File: config.mk
export PLATFORM = sky130hd
export DESIGN_NAME = toggle_activity_monitor_flat
export DESIGN_NICKNAME = d
export VERILOG_FILES = /design/src/rtl/toggle_activity_monitor_if.sv /design/src/rtl/toggle_activity_monitor.sv /design/src/flat_wrapper.sv
export SDC_FILE = /design/constraint.sdc
export NUM_CORES = 1
export LEC_CHECK = 0
export CORE_MARGIN = 5
export CORE_UTILIZATION = 56
export CTS_CLUSTER_DIAMETER = 60
export DETAILED_ROUTE_END_ITERATION = 7
export GPL_TIMING_DRIVEN = 1
export PLACE_DENSITY_LB_ADDON = 0.12
export SLEW_MARGIN = 0
export SYNTH_ARGS = -nofsm -noshare
export SYNTH_HDL_FRONTEND = slang
export SYNTH_SLANG_ARGS = --single-unit
File: constraint.sdc
create_clock -name clk -period 3.5 [get_ports clk]
set_clock_uncertainty 0.15 [all_clocks]
set_input_delay 0.525 -clock clk [delete_from_list [all_inputs] [get_ports clk]]
set_output_delay 0.525 -clock clk [all_outputs]
set_load 0.01 [all_outputs]
File: src/rtl/toggle_activity_monitor_if.sv
// Bus bundle for the toggle activity monitor: the stimulus/control inputs
// and the measurement results, seen from the driver (master) and from the
// monitor itself (slave).
interface toggle_activity_monitor_if #(
    parameter int CNT_W = 16,
    parameter int WIN_W = 16
);
    logic             din;
    logic             start;
    logic [WIN_W-1:0] window;
    logic             abort;
    logic             busy;
    logic             done;
    logic [CNT_W-1:0] rise_cnt;
    logic [CNT_W-1:0] fall_cnt;
    logic [WIN_W-1:0] hi_cnt;
    logic             ovf;

    modport master (
        output din, start, window, abort,
        input  busy, done, rise_cnt, fall_cnt, hi_cnt, ovf
    );

    modport slave (
        input  din, start, window, abort,
        output busy, done, rise_cnt, fall_cnt, hi_cnt, ovf
    );
endinterface

File: src/rtl/toggle_activity_monitor.sv
// Toggle activity monitor: samples a (possibly asynchronous) cell output
// through a two-flop synchronizer and, over a window of WINDOW sample
// cycles, counts rising edges, falling edges and cycles spent high.
// Edge counters saturate and raise a sticky overflow flag.
module toggle_activity_monitor #(
    parameter int CNT_W = 16,
    parameter int WIN_W = 16
) (
    input  logic                     clk,
    input  logic                     rst,
    toggle_activity_monitor_if.slave bus
);

    typedef enum logic [1:0] {
        S_IDLE,
        S_ARM,
        S_MEASURE,
        S_DONE
    } state_t;

    localparam logic [CNT_W-1:0] CNT_ONE = CNT_W'(1);
    localparam logic [WIN_W-1:0] WIN_ONE = WIN_W'(1);

    state_t           state;
    state_t           state_nxt;

    logic             sync1;
    logic             sync2;
    logic             sample;
    logic             prev;
    logic [WIN_W-1:0] remaining;
    logic [CNT_W-1:0] rise_cnt;
    logic [CNT_W-1:0] fall_cnt;
    logic [WIN_W-1:0] hi_cnt;
    logic             ovf;

    logic             accept;
    logic             arming;
    logic             measuring;
    logic             rise_seen;
    logic             fall_seen;

    // Resynchronize DIN into the clk domain before anything looks at it.
    // NOTE: sequential state uses non-blocking assignments so every flop
    // samples the pre-edge value of its source (sync2 gets the old sync1).
    always_ff @(posedge clk or posedge rst) begin
        if (rst) begin
            sync1 <= 1'b0;
            sync2 <= 1'b0;
        end else begin
            sync1 <= bus.din;
            sync2 <= sync1;
        end
    end

    assign sample = sync2;

    // A START in IDLE always starts a run; ABORT only matters while busy.
    assign accept    = (state == S_IDLE) && bus.start;
    assign arming    = (state == S_ARM) && !bus.abort;
    assign measuring = (state == S_MEASURE) && !bus.abort;
    assign rise_seen = !prev && sample;
    assign fall_seen = prev && !sample;

    // State register.
    always_ff @(posedge clk or posedge rst) begin
        if (rst) begin
            state <= S_IDLE;
        end else begin
            state <= state_nxt;
        end
    end

    // Next-state logic: one ARM cycle, WINDOW MEASURE cycles, one DONE cycle.
    // NOTE: state_nxt gets a default before the case so every path assigns
    // it and no latch is inferred.
    always_comb begin
        state_nxt = state;
        case (state)
            S_IDLE: begin
                if (bus.start) begin
                    state_nxt = (bus.window != '0) ? S_ARM : S_DONE;
                end
            end
            S_ARM: begin
                state_nxt = bus.abort ? S_IDLE : S_MEASURE;
            end
            S_MEASURE: begin
                if (bus.abort) begin
                    state_nxt = S_IDLE;
                end else if (remaining == WIN_ONE) begin
                    state_nxt = S_DONE;
                end
            end
            S_DONE: begin
                state_nxt = S_IDLE;
            end
            default: begin
                state_nxt = S_IDLE;
            end
        endcase
    end

    // Measurement datapath: clear on accept, load the reference sample in
    // ARM, count and step the window in MEASURE, hold everything otherwise.
    always_ff @(posedge clk or posedge rst) begin
        if (rst) begin
            prev      <= 1'b0;
            remaining <= '0;
            rise_cnt  <= '0;
            fall_cnt  <= '0;
            hi_cnt    <= '0;
            ovf       <= 1'b0;
        end else if (accept) begin
            remaining <= bus.window;
            rise_cnt  <= '0;
            fall_cnt  <= '0;
            hi_cnt    <= '0;
            ovf       <= 1'b0;
        end else if (arming) begin
            prev <= sample;
        end else if (measuring) begin
            // Edge counters stick at all-ones; a further edge flags overflow.
            if (rise_seen) begin
                if (&rise_cnt) begin
                    ovf <= 1'b1;
                end else begin
                    rise_cnt <= rise_cnt + CNT_ONE;
                end
            end
            if (fall_seen) begin
                if (&fall_cnt) begin
                    ovf <= 1'b1;
                end else begin
                    fall_cnt <= fall_cnt + CNT_ONE;
                end
            end
            // Bounded by WINDOW, so this count cannot wrap.
            if (sample) begin
                hi_cnt <= hi_cnt + WIN_ONE;
            end
            prev      <= sample;
            remaining <= remaining - WIN_ONE;
        end
    end

    // Status decoded straight from the state so reset clears it at once.
    assign bus.busy     = (state == S_ARM) || (state == S_MEASURE);
    assign bus.done     = (state == S_DONE);
    assign bus.rise_cnt = rise_cnt;
    assign bus.fall_cnt = fall_cnt;
    assign bus.hi_cnt   = hi_cnt;
    assign bus.ovf      = ovf;

endmodule

File: src/flat_wrapper.sv
// flat-port wrapper written by rule: the top's interface ports become plain ports
module toggle_activity_monitor_flat 
#(
    parameter int CNT_W = 16,
    parameter int WIN_W = 16
)
  (clk, rst, bus_din, bus_start, bus_window, bus_abort, bus_busy, bus_done, bus_rise_cnt, bus_fall_cnt, bus_hi_cnt, bus_ovf);
  toggle_activity_monitor_if #(.CNT_W(CNT_W), .WIN_W(WIN_W)) bus_i ();
  input  logic clk;
  input  logic rst;
  input wire logic [$bits(bus_i.din)-1:0] bus_din;
  input wire logic [$bits(bus_i.start)-1:0] bus_start;
  input wire logic [$bits(bus_i.window)-1:0] bus_window;
  input wire logic [$bits(bus_i.abort)-1:0] bus_abort;
  output wire logic [$bits(bus_i.busy)-1:0] bus_busy;
  output wire logic [$bits(bus_i.done)-1:0] bus_done;
  output wire logic [$bits(bus_i.rise_cnt)-1:0] bus_rise_cnt;
  output wire logic [$bits(bus_i.fall_cnt)-1:0] bus_fall_cnt;
  output wire logic [$bits(bus_i.hi_cnt)-1:0] bus_hi_cnt;
  output wire logic [$bits(bus_i.ovf)-1:0] bus_ovf;
  assign bus_i.din = bus_din;
  assign bus_i.start = bus_start;
  assign bus_i.window = bus_window;
  assign bus_i.abort = bus_abort;
  assign bus_busy = bus_i.busy;
  assign bus_done = bus_i.done;
  assign bus_rise_cnt = bus_i.rise_cnt;
  assign bus_fall_cnt = bus_i.fall_cnt;
  assign bus_hi_cnt = bus_i.hi_cnt;
  assign bus_ovf = bus_i.ovf;
  toggle_activity_monitor #(.CNT_W(CNT_W), .WIN_W(WIN_W)) u_core (.clk(clk), .rst(rst), .bus(bus_i));
endmodule
==> impl_metrics.yaml, run 1 <==
run_status:
  status: "finished clean"
sta:
  fmax_ghz: 0.400
  min_period_ps: 2500
  relSlewSlack_pct: 52.2
  drv_slew: 0
  setup_viol: 0
  final_hold_viol_count: 0
  hold_ws_ps: 200
  tns_ps: 0
  worst_slew_pin_slew_ps: 718
  rsz0062_at_grt: "false"
  finalCritPeriodShare_pct: 71.3
worst_setup_path:
  required_ps: 3540
  crit_arrival_ps: 2540
  worst-setup-path-type: "flip-flop to flip-flop"
  path_max_fanout: 10
  start_kind: "flip-flop"
  end_kind: "flip-flop"
  r2r_cells: 8
cts:
  hold_buffers: 0
  clk_latency_ps: 350
  cts.clk_slew.worst_paths_ps: 80
  cts_made_buffers: 9
  h-tree-depth: 3
  cts_sinks: 70
  cts_tree: "built"
  clockBufferDepth: 2
  postCtsSetupBuffers: 0
  post_cts_resized: 0
  cts_root_buf: "clkbuf_8"
synthesis:
  postSynthAreaPerCell_um2: 9.54
  synth-seq-cells: 70
  ys_seq_area_share_pct: 47.1
  synth_edf_count: 0
  synth_top_family_by_area: "simple AND/OR/NAND/NOR gates"
  yosysWarnings: 0
  synthArstFlopShare_pct: 100
  syn-instance-count: 390
  synth_top_area_cell: "dfrtp_1"
  synth-compound-area-share_pct: 8.51
  synth_cell_types: 46
  synth-simple-area-share_pct: 25.9
  netlist_area_um2: 3720
  synth_mux_area_share_pct: 0.841
  synth_top_area_share_pct: 47.1
  synth-xor-area-share_pct: 12.2
  yosys.area_share.adder_pct: 3.36
  synth_nets: 421
  ys.flop_type: "dfrtp_1"
  yosys-top-cells-area: "dfrtp_1 47%, xor2_1 6.8%, xnor2_1 5.4%"
die:
  rows: 29
  dieArea_um2: 8370
  die_h_um: 91.5
  pin_count: 72
  start_util_pct: 57.9
  die_x_um: 91.5
  coreArea_um2: 6420
drt:
  top_layer_used: "met4"
  post_drt_via_cell_ratio: 5.76
  vias: 3169
  dr.pass1.iters: 4
  wl_met3_um: 422
  antenna_left: 0
  wl_met2_um: 4190
  wl_met1_um: 3940
  drc: 0
  wl_per_cell_um: 15.7
  drtIter0Drc: 92
  drt_wl_total_um: 8640
global_routing:
  antenna_found_initial: 0
  grt_pass1_wl_um: 15100
  track_usage_pct: 22.0
  grt_max_degree: 78
  overflow: 0
  grt_pass1_vias: 3181
layout:
  mostFrequentLayoutCells: "71 x clkdlybuf4s50_1, 70 x dfrtp_1, 49 x nor2_1"
  n_antenna_cell: 0
  fin_area_um2: 4790
  area_growth_syn_to_layout_pct: 28.7
  final_nets: 499
  final_common_cell: "clkdlybuf4s50_1"
  drive_above_1_share_pct: 7.61
pwr:
  p_per_area_nw_per_um2: 508
  irDropWorstVdd_mv: 0.266
  leakage_nw: 1.94
min_path:
  hold_class: "flip-flop to flip-flop"
  hold-path-cell-count: 0
placement:
  dp_hpwl_um: 6080
  routabilityCongestion: 0.838
  placed_cell_area_um2: 4540
  io_buffers: 71
flow_run:
  max_cap_viol_count: 0
synthesized netlist by cell type, types with 7 or more instances:
cell      instances
nand3_1          20
nand4_1          14
nand2_1          38
xor2_1           29
clkbuf_1         12
dfrtp_1          70
and4_1            8
o21ai_0          20
inv_1             8
a21oi_1           7
xnor2_1          23
nor3_1           11
nor2_1           49
nor4_1           15
ha_1             10
sequential cells by signal (all words and copies together) (netlist names):
signal	count
u_core.state	2
u_core.bus.rise_cnt	16
u_core.sync1	1
u_core.remaining	16
u_core.bus.hi_cnt	16
u_core.prev	1
u_core.sample	1
u_core.bus.fall_cnt	16
u_core.bus.ovf	1
layout make-up:
| cell class | instances | area (µm²) |
|---|---|---|
| Multi-Input combinational cell | 300 | 1890 |
| Sequential cell | 70 | 1750 |
| Fill cell | 483 | 1630 |
| Timing Repair Buffer | 79 | 771 |
| Clock buffer | 9 | 124 |
| Clock inverter | 7 | 121 |
| Tap cell | 77 | 96.3 |
| Inverter | 8 | 30.0 |
report_power, final:
group | internal [W] | switching [W] | leakage [nW]
logic | 0.000256 | 0.000320 | 0.880
registers | 0.000927 | 0.000131 | 0.941
clock network | 0.000477 | 0.000322 | 0.124
layer usage:
metal,vias to the layer above,global-route usage [%]
met3,10,6.53
met1,1541,28.7
met5,-,0
met4,0,6.66
li1,1542,-
met2,76,35.4
kinds of logic after synthesis:
kind of cell    after synthesis
compound gates               50
xor+xnor                     52
fa+ha+maj                    10
buf+inv                      20
flops                        70
mux                           3
simple gates                185
through the flow:
| stage | instances | setup WS, ps | utilization [%] | power [W] |
|---|---|---|---|---|
| final | 550 | 1000 | 74.6 | 0.00243 |
| after global routing | 550 | 785 | 74.6 | 0.00256 |
| after CTS | 550 | 996 | 74.6 | 0.00245 |
| after detailed placement | 534 | 738 | 70.7 | 0.00165 |
| after global placement | 534 | 772 | 70.7 | 0.00162 |
| after floorplan | 390 | 1060 | - | 0.00145 |
critical path, stage by stage, from the launching register on:
cell and delay [ps]:
dfrtp_1 420, inv_1 120, ha_1 220, nor3b_2 350
buf_4 230, o21ai_1 200, nor4b_1 410, xnor2_1 160
nor2_1 60
worst paths after layout:
kind | from | end | slack, ps
setup / recovery | u_core.state[0] | u_core.bus.fall_cnt[4] | 1000
hold / removal | u_core.sync1 | u_core.sample | 200
setup reg to reg | u_core.state[0] | u_core.bus.fall_cnt[4] | 1000
hold reg to reg | u_core.sync1 | u_core.sample | 200
max in group asynchronous | rst | u_core.remaining[4] | 2010
min in group asynchronous | rst | u_core.bus.rise_cnt[10] | 440
Note: power is estimated with default switching activity, not from simulation.
==> run 2: changes to the inputs <==
Settings changed: CORE_UTILIZATION 56 to 52.
Clock period 3.5 ns to 2.4 ns, I/O delays scaled along.
==> impl_metrics.yaml, run 2 (same netlist as run 1, synthesis figures left out) <==
pwr:
  p_seq_share_pct: 41.1
  irDropWorstVdd_mv: 0.448
  p_sw_share_pct: 31.8
  switchingPower_w: 0.00119
  comb_power_share_pct: 26.8
  p_int_w: 0.00255
  p_per_area_nw_per_um2: 740
  pwr-share-clk_pct: 32.1
  leakage_nw: 2.04
placement:
  routabilityCongestion: 0.860
  place_ws_ps: -148
  io_buffers: 71
  dp_hpwl_um: 6380
worst_setup_path:
  cp_top_family: "simple AND/OR/NAND/NOR gates"
  cp_slowest_cell: "or4_4"
  cp_num_buf_inv: 0
  crit_arrival_ps: 2410
  path_max_fanout: 3
  worst_path_largest_cell_delay_ps: 520
  path_cells: "or4_4, or3_4, or3_4, a21oi_4, mux2i_1"
  cpMostUsedCell: "or3_4"
  timing.rr.end: "u_core.state[1]"
  r2r_cells: 5
  worst-setup-path-type: "flip-flop to flip-flop"
  ff2ff_setup_slack_ps: 110
  required_ps: 2520
  end_kind: "flip-flop"
  reg2reg_from: "u_core.remaining[6]"
  start_kind: "flip-flop"
min_path:
  min_delay_worst_endpoint: "u_core.sample"
  hold-path-cell-count: 0
  worstHoldStart: "u_core.sync1"
  hold_class: "flip-flop to flip-flop"
global_routing:
  antenna_found_initial: 0
  overflow: 0
  grt_pass1_wl_um: 15300
  track_usage_pct: 21.7
  grt_pass1_vias: 3236
  grt_max_degree: 71
die:
  start_util_pct: 54.2
  pin_count: 72
  dieArea_um2: 8950
  coreArea_um2: 6870
  rows: 30
  die_h_um: 94.6
  die_x_um: 94.6
layout:
  final_common_cell: "clkdlybuf4s50_1"
  utilization_pct: 73.7
  final_nets: 517
  fillers: 499
  area_growth_syn_to_layout_pct: 36.0
  n_antenna_cell: 0
  drive_above_1_share_pct: 13.4
  mostFrequentLayoutCells: "71 x clkdlybuf4s50_1, 70 x dfrtp_1, 49 x nor2_1"
flow_run:
  max_cap_viol_count: 0
sta:
  final_hold_viol_count: 0
  finalCritPeriodShare_pct: 95.5
  fmax_ghz: 0.436
  rsz0062_at_grt: "false"
  setup_viol: 0
  tns_ps: 0
  drv_slew: 0
  min_period_ps: 2290
  worst_slack_ps: 107
  relSlewSlack_pct: 66.2
  worst_slew_pin_slew_ps: 505
cts:
  clockBufferDepth: 2
  clk_latency_ps: 360
  cts_sinks: 70
  cts_root_buf: "clkbuf_8"
  cts_tree: "built"
  h-tree-depth: 3
  cts_made_buffers: 9
  cts.clk_slew.worst_paths_ps: 80
drt:
  drtIter0Drc: 114
  wl_per_cell_um: 15.8
  antenna_left: 0
  vias: 3239
  post_drt_via_cell_ratio: 5.52
  drt_wl_total_um: 9260
  dr.pass1.iters: 4
  drc: 0
run_status:
  status: "finished clean"
## run 2: repair_timing
item                                    4_1_cts  5_1_grt
pin swaps                                     0        4
hold buffers                                  0        0
gates resized for setup                       1       14
endpoints found under the setup margin        1       29
setup buffers                                 0        4
## run 2: metrics by stage
stage | hold WS [ps] | cell area, µm² | total power (W) | std cells
3_3_place_gp | 186 | 4680 | 0.00244 | 567
6_report | 219 | 5060 | 0.00374 | 587
3_5_place_dp | 198 | 4680 | 0.00247 | 567
2_1_floorplan | 181 | 3720 | 0.00212 | 390
5_1_grt | 231 | 5060 | 0.00395 | 587
4_1_cts | 218 | 4940 | 0.00369 | 583
## run 2: layer usage
metal | part of all wire (%) | vias to the layer above | global-route usage (%)
li1 | - | 1577 | -
met1 | 46 | 1582 | 29.4
met2 | 48 | 72 | 34.0
met3 | 4.9 | 8 | 5.42
met4 | 1.0 | 0 | 7.69
met5 | 0 | - | 0
## run 2: how the worst max path moves through the flow
stage / start / to / slack, ps / cells past startpoint
3_5_place_dp: bus_abort / u_core.bus.hi_cnt[9] / -150 / 7
4_1_cts: u_core.remaining[6] / u_core.state[1] / 10 / 5
5_1_grt: u_core.state[0] / u_core.bus.fall_cnt[4] / 4 / 8
3_3_place_gp: bus_abort / u_core.bus.hi_cnt[15] / -60 / 7
6_report: u_core.remaining[6] / u_core.state[1] / 110 / 5
2_1_floorplan: rst / u_core.bus.fall_cnt[0] / 120 / 1
## run 2: layout make-up
class	instances	area (µm²)	area share, %
inverters	8	30.0	0.593
clock inverters	6	116	2.30
repair buffers	97	918	18.2
clock buffers	10	138	2.72
flip-flops and latches	70	1750	34.6
multi-input cells	300	1990	39.2
well taps	96	120	2.37
## run 2: power groups by stage
stage                     clock (W)  combinational [W]  sequential [W]
final                       0.00120            0.00100         0.00154
after global routing        0.00128            0.00111         0.00156
after CTS                   0.00123           0.000926         0.00153
after detailed placement          0           0.000921         0.00155
after global placement            0           0.000895         0.00154
after floorplan                   0           0.000601         0.00151
## run 2: worst register-to-register path: cells and delay by family (launching register included)
family | cells | cell delay [ps]
compound gates | 1 | 140
flops | 1 | 420
mux | 1 | 230
simple gates | 3 | 1260
==> run 3: changes to the inputs <==
Settings changed: CORE_UTILIZATION 52 to 56, SETUP_SLACK_MARGIN set to 0.2.
Clock period 2.4 ns to 2.8 ns, I/O delays scaled along.
==> impl_metrics.yaml, run 3 (same netlist as run 1, synthesis figures left out) <==
pwr:
  leakage_nw: 1.93
  p_per_area_nw_per_um2: 582
  irDropWorstVdd_mv: 0.308
layout:
  fillers: 490
  drive_above_1_share_pct: 7.97
  final_nets: 503
  multi_input_area_um2: 1890
  final_common_cell: "clkdlybuf4s50_1"
  n_antenna_cell: 0
  seqCellArea_um2: 1750
  mostFrequentLayoutCells: "71 x clkdlybuf4s50_1, 70 x dfrtp_1, 49 x nor2_1"
  area_growth_syn_to_layout_pct: 28.1
cts:
  cts_tree: "built"
  cts_sinks: 70
  cts.clk_slew.worst_paths_ps: 80
  postCtsSetupBuffers: 0
  clk_latency_ps: 350
  post_cts_resized: 0
  h-tree-depth: 3
  cts_root_buf: "clkbuf_8"
  clockBufferDepth: 2
  cts_made_buffers: 9
  hold_buffers: 0
drt:
  drt_wl_total_um: 8760
  dr.pass1.iters: 4
  drc: 0
  antenna_left: 0
  post_drt_via_cell_ratio: 5.83
  vias: 3231
  drtIter0Drc: 113
  wl_per_cell_um: 15.8
worst_setup_path:
  path_max_fanout: 5
  crit_arrival_ps: 2540
  start_kind: "flip-flop"
  required_ps: 2910
  worst-setup-path-type: "flip-flop to flip-flop"
  end_kind: "flip-flop"
placement:
  dp_hpwl_um: 6160
  io_buffers: 71
  routabilityCongestion: 0.860
die:
  pin_count: 72
  coreArea_um2: 6420
  die_x_um: 91.5
  die_h_um: 91.5
  start_util_pct: 57.9
  dieArea_um2: 8370
  rows: 29
sta:
  finalCritPeriodShare_pct: 86.6
  min_period_ps: 2430
  worst_slew_pin_slew_ps: 627
  hold_ws_ps: 237
  rsz0062_at_grt: "false"
  drv_slew: 0
  final_hold_viol_count: 0
  setup_viol: 0
  fmax_ghz: 0.412
  tns_ps: 0
  relSlewSlack_pct: 57.9
global_routing:
  grt_pass1_wl_um: 15100
  track_usage_pct: 22.0
  grt_max_degree: 78
  antenna_found_initial: 0
  overflow: 0
  grt_pass1_vias: 3176
run_status:
  status: "finished clean"
min_path:
  hold_class: "flip-flop to flip-flop"
flow_run:
  max_cap_viol_count: 0
-- run 3: cell count changes in the layout (fill, tap and decap cells not counted), sizes merged --
cell	previous run	this run
clkinvlp	0	1
inv	10	8
clkinv	1	3
buf	26	12
bufinv	3	0
clkbuf	10	12
-- run 3: per-layer routing --
layer	vias up	global-route usage, %	part of all wire, %
met5	-	0	0
met4	0	8.54	1.6
met3	13	4.79	4.6
met2	85	35.1	49
met1	1584	29.3	45
li1	1549	-	-
-- run 3: where the power goes --
group	switching [W]	internal, W
Clock	0.000386	0.000342
Sequential	0.000157	0.00116
Combinational	0.000396	0.000335
Total	0.000939	0.00184
-- run 3: stage by stage --
stage / utilization, % / std cells / area (µm²) / worst slack (ps) / power (W)
2_1_floorplan: - / 390 / 3720 / 462 / 0.00181
3_3_place_gp: 71.6 / 538 / 4600 / 301 / 0.00204
3_5_place_dp: 71.6 / 538 / 4600 / 238 / 0.00207
4_1_cts: 74.2 / 554 / 4770 / 379 / 0.00279
5_1_grt: 74.2 / 554 / 4770 / 273 / 0.00294
6_report: 74.2 / 554 / 4770 / 375 / 0.00277
-- run 3: cell type report --
cell class	count	area share, %
inverter	8	0.630
sequential	70	36.8
timing repair buffer	83	17.3
clock buffer	12	3.05
multi-input combinational	300	39.7
tap	77	2.02
clock inverter	4	0.473
-- run 3: worst max-delay path, stage by stage (launching register included) --
cell,delay [ps]
dfrtp_1,440
or4_4,580
or3_4,370
or3_4,400
a21oi_2,170
mux2i_1,220
-- run 3: path summary, 6_finish.rpt --
check,start,endpoint,slack (ps),cells past startpoint
setup / recovery,u_core.remaining[5],u_core.state[1],370,5
hold / removal,u_core.sync1,u_core.sample,240,0
setup reg to reg,u_core.remaining[5],u_core.state[1],370,5
hold reg to reg,u_core.sync1,u_core.sample,240,0
max in group asynchronous,rst,u_core.bus.hi_cnt[11],1610,3
min in group asynchronous,rst,u_core.remaining[6],250,2
==> variant 1 (settings of run 1) <==
The 4 states of `state_t` get a one-hot encoding in 4 bits.
--- a/src/rtl/toggle_activity_monitor.sv
+++ b/src/rtl/toggle_activity_monitor.sv
@@ -11,11 +11,11 @@
     toggle_activity_monitor_if.slave bus
 );
 
-    typedef enum logic [1:0] {
-        S_IDLE,
-        S_ARM,
-        S_MEASURE,
-        S_DONE
+    typedef enum logic [3:0] {
+        S_IDLE    = 4'b0001,
+        S_ARM     = 4'b0010,
+        S_MEASURE = 4'b0100,
+        S_DONE    = 4'b1000
     } state_t;
 
     localparam logic [CNT_W-1:0] CNT_ONE = CNT_W'(1);
Formal check against the unedited RTL: same outputs for any inputs over 10 cycles, from zero or initial values and one cycle with rst high; not proved beyond that.
==> variant 1 against run 1 <==
  * Maximum frequency is 2.9% lower
  * Sequential cell count rose by 2
  * Cell area is 2.1% higher
  * First-iteration DRC count grew 51%
  * Setup slack lost 74 ps
  * Wire length is 12% higher
  * Total power fell by 12%
  * Non-clock buffer count up 1
  * Critical path depth down 5
  * Area after synthesis grew 3.8%
==> variant 1: results (changes against run 1) <==
synth cell count leaders=dfrtp_1 (71), nor2_1 (55), nand2_1 (49), xnor2_1 (24), nand3_1 (21); Layout Nets=516 (+3.4%); largest net degree at the start of global routing=38 (-51%); initial antenna violation count=0 (unchanged); sequential element share of the synthesized area=46.7% (-0.38 points); Antenna diodes=0 (unchanged); syn nets=442 (+5.0%); # fillers=520 (+7.7%); CP Max Fanout=7 (-3); Clock transition at path regs=80 ps (about the same); Max VDD drop=370 uV (+39%); clk buf depth=2 (unchanged); worst-skew pair later-pin latency=350 ps (about the same); htree depth=3 (unchanged); vias in the first global route=3412 (+7.3%); cts bufs inserted=9 (unchanged); first-pass GRT wire length=16.4 mm (+8.8%); status=complete, no violations; Routability Congestion=0.991 (+18%); worst hold path type=reg -> reg; CTS Root Cell=clkbuf_8; Async S/R FF share, synth=100% (unchanged); Relative slew margins=26.6% (-26 points); worst endpoint required time=2820 ps (-720 ps); setup slack, reg-to-reg=1030 ps (+30 ps); Post-CTS Setup Bufs=0 (unchanged); length of the first detailed-routing pass in iterations=5 (+1); number of port buffers=71 (unchanged); Yosys warning count=0 (unchanged); PostCTS Resize Cnt=0 (unchanged); drt wl/cell=16.9 um (+7.5%); Via Count=3459 (+9.2%); DPL Wire Length=7.06 mm (+16%); gr usage total=23.9% (+1.9 points); top post-synthesis cells by area=dfrtp_1 (46%), xnor2_1 (5.4%), nor2_1 (5.3%), nand2_1 (4.8%), nand3_1 (2.7%); layout cell share with drive strength beyond 1=8.28% (+0.67 points); number of DRC markers in iteration 0=139 (+51%); Yosys cell types=52 (+13%); Post-synth top flop=dfrtp_1; Pleak=1.94 nW (about the same)
## variant 1: kinds of logic after synthesis
family                     share of synthesized area, %
and+or+nand+nor                                    27.8
DFF                                                46.7
AOI/OAI and AO/OA                                  11.4
xor gates and xnor gates                           8.17
buffers and inverters                              2.88
muxes                                              1.33
adders and majority gates                          1.62
## variant 1: worst max-delay path, cell delays in order (launching register included)
cell and delay [ps]:
dfrtp_1 500, xnor2_1 190, nor3_1 250, clkdlybuf4s50_1 610
## variant 1: final cells by class
cell class	instances	share of cell area (%)
clock buffers	12	3.17
clock inverters	4	1.07
inverters	11	0.844
multi-input cells	316	39.8
flip-flops and latches	72	36.9
well taps	80	2.05
repair buffers	80	16.2
## variant 1: path summary, 6_finish.rpt
check	startpoint	to	depth (start not counted)
setup reg to reg	u_core.bus.rise_cnt[1]	u_core.bus.rise_cnt[2]	6
hold reg to reg	u_core.sync1	u_core.sample	0
hold / removal	u_core.sync1	u_core.sample	0
min in group asynchronous	rst	u_core.bus.hi_cnt[6]	2
max in group asynchronous	rst	u_core.remaining[0]	3
setup / recovery	u_core.state[1]	bus_busy	3
## variant 1: where the power goes
group          internal [W]  switching, W  leakage [nW]
combinational      0.000164      0.000233         0.871
sequential         0.000931      0.000116         0.965
clock              0.000370      0.000319         0.107
## variant 1: layer usage
layer | track usage [%] | vias up | wire (um)
li1 | - | 1653 | -
met1 | 32.3 | 1702 | 4310
met2 | 38.3 | 88 | 4780
met3 | 4.42 | 16 | 442
met4 | 8.91 | 0 | 180
met5 | 0 | - | 0
## variant 1: per-stage QoR
stage	hold WS [ps]	instance area (um2)	cells	setup slack [ps]	total power [W]
after detailed placement	191	4680	559	573	0.00145
after floorplan	181	3860	416	1000	0.00131
after global routing	233	4890	575	761	0.00224
after global placement	188	4680	559	672	0.00143
final	209	4890	575	929	0.00213
after CTS	208	4890	575	911	0.00213
==> variant 2 (config.mk and constraints of run 1) <==
Made on the original files. `WIN_W` is set to 16 in 3 places; all go to 18.
--- a/src/rtl/toggle_activity_monitor_if.sv
+++ b/src/rtl/toggle_activity_monitor_if.sv
@@ -3,7 +3,7 @@
 // monitor itself (slave).
 interface toggle_activity_monitor_if #(
     parameter int CNT_W = 16,
-    parameter int WIN_W = 16
+    parameter int WIN_W = 18
 );
     logic             din;
     logic             start;
--- a/src/rtl/toggle_activity_monitor.sv
+++ b/src/rtl/toggle_activity_monitor.sv
@@ -4,7 +4,7 @@
 // Edge counters saturate and raise a sticky overflow flag.
 module toggle_activity_monitor #(
     parameter int CNT_W = 16,
-    parameter int WIN_W = 16
+    parameter int WIN_W = 18
 ) (
     input  logic                     clk,
     input  logic                     rst,
--- a/src/flat_wrapper.sv
+++ b/src/flat_wrapper.sv
@@ -2,7 +2,7 @@
 module toggle_activity_monitor_flat 
 #(
     parameter int CNT_W = 16,
-    parameter int WIN_W = 16
+    parameter int WIN_W = 18
 )
   (clk, rst, bus_din, bus_start, bus_window, bus_abort, bus_busy, bus_done, bus_rise_cnt, bus_fall_cnt, bus_hi_cnt, bus_ovf);
   toggle_activity_monitor_if #(.CNT_W(CNT_W), .WIN_W(WIN_W)) bus_i ();
Ports: changed (resized bus_hi_cnt and bus_window); port bits go from 72 to 76. The function was not compared with the original's and may differ.
==> variant 2 against run 1 <==
  * Area after synthesis rose by 11%
  * Total power up 2.1%
  * Cell area up 8.5%
  * Sequential cell count grew 4
  * Largest cell class unchanged
  * Wire length rose by 19%
  * Combinational power rose by 11%
  * Global-route usage is 1.1 points higher
  * Utilization shrank 2.5 points
  * Worst hold slack gained 3.3 ps
  * Setup slack got worse by 360 ps
==> variant 2: results (changes against run 1) <==
synth cell count leaders=dfrtp_1 (74), a21oi_1 (38), nand2_1 (38), o21ai_0 (37), o31ai_1 (22); status=complete, no violations; vias in the first global route=3679 (+16%); # fillers=555 (+15%); dpl cell area=4980 um2 (+9.6%); CP Max Fanout=26 (+16); post-layout min period=2850 ps (+356 ps); gr usage total=23.1% (+1.1 points); vias per std cell=6.14 (+6.5%); cells on worst reg2reg path=6 (-2); number of port buffers=75 (+5.6%); Pleak=1.94 nW (-0.26%); Synth top area share=44.9% (-2.2 points); layout cell share with drive strength beyond 1=6.35% (-1.3 points); Worst path slowest cell=or4_1; syn nets=476 (+13%); number of DRC markers in iteration 0=183 (+99%); synth-to-layout area growth=25.9%; Placed Cells=604 (+13%); Layout Nets=549 (+10%); Max stage delay on crit path=620 ps (+200 ps); crit path DAT=2970 ps (+430 ps); Critical Path End=u_core.bus.fall_cnt[11]; DPL Wire Length=7.34 mm (+21%); met2 Use GR=39.0% (+3.5 points); met2 wire length=5.15 mm (+23%); met3 Track Usage GR=3.52% (-3.0 points); met1 wire length=4.57 mm (+16%)
-- variant 2: cell count changes after synthesis, moves of 17 or more --
cell,delta
a21oi_1,+31
nor2_1,-30
o31ai_1,+20
or4_1,+18
xor2_1,-18
o21ai_0,+17
-- variant 2: kinds of logic (layout without fill, tap and decap cells) --
group	Yosys count	after routing	synth area share, %
fa+ha+maj	10	10	3.03
xor+xnor	18	18	3.82
buf+inv	31	108	3.24
flops	74	74	44.9
mux	5	5	1.27
simple gates	186	186	26.4
compound gates	119	119	17.3
-- variant 2: cell type report --
class	instances	area, um2	share of cell area, %
inverter	10	37.5	0.723
clock inverter	5	78.8	1.52
clock buffer	10	138	2.65
multi-input combinational	338	2140	41.2
tap	99	124	2.38
timing repair buffer	83	823	15.8
sequential	74	1850	35.6
-- variant 2: power by group --
group / internal, W / switching (W)
Clock: 0.000416 / 0.000316
Combinational: 0.000266 / 0.000376
Sequential: 0.000980 / 0.000130
Total: 0.00166 / 0.000822
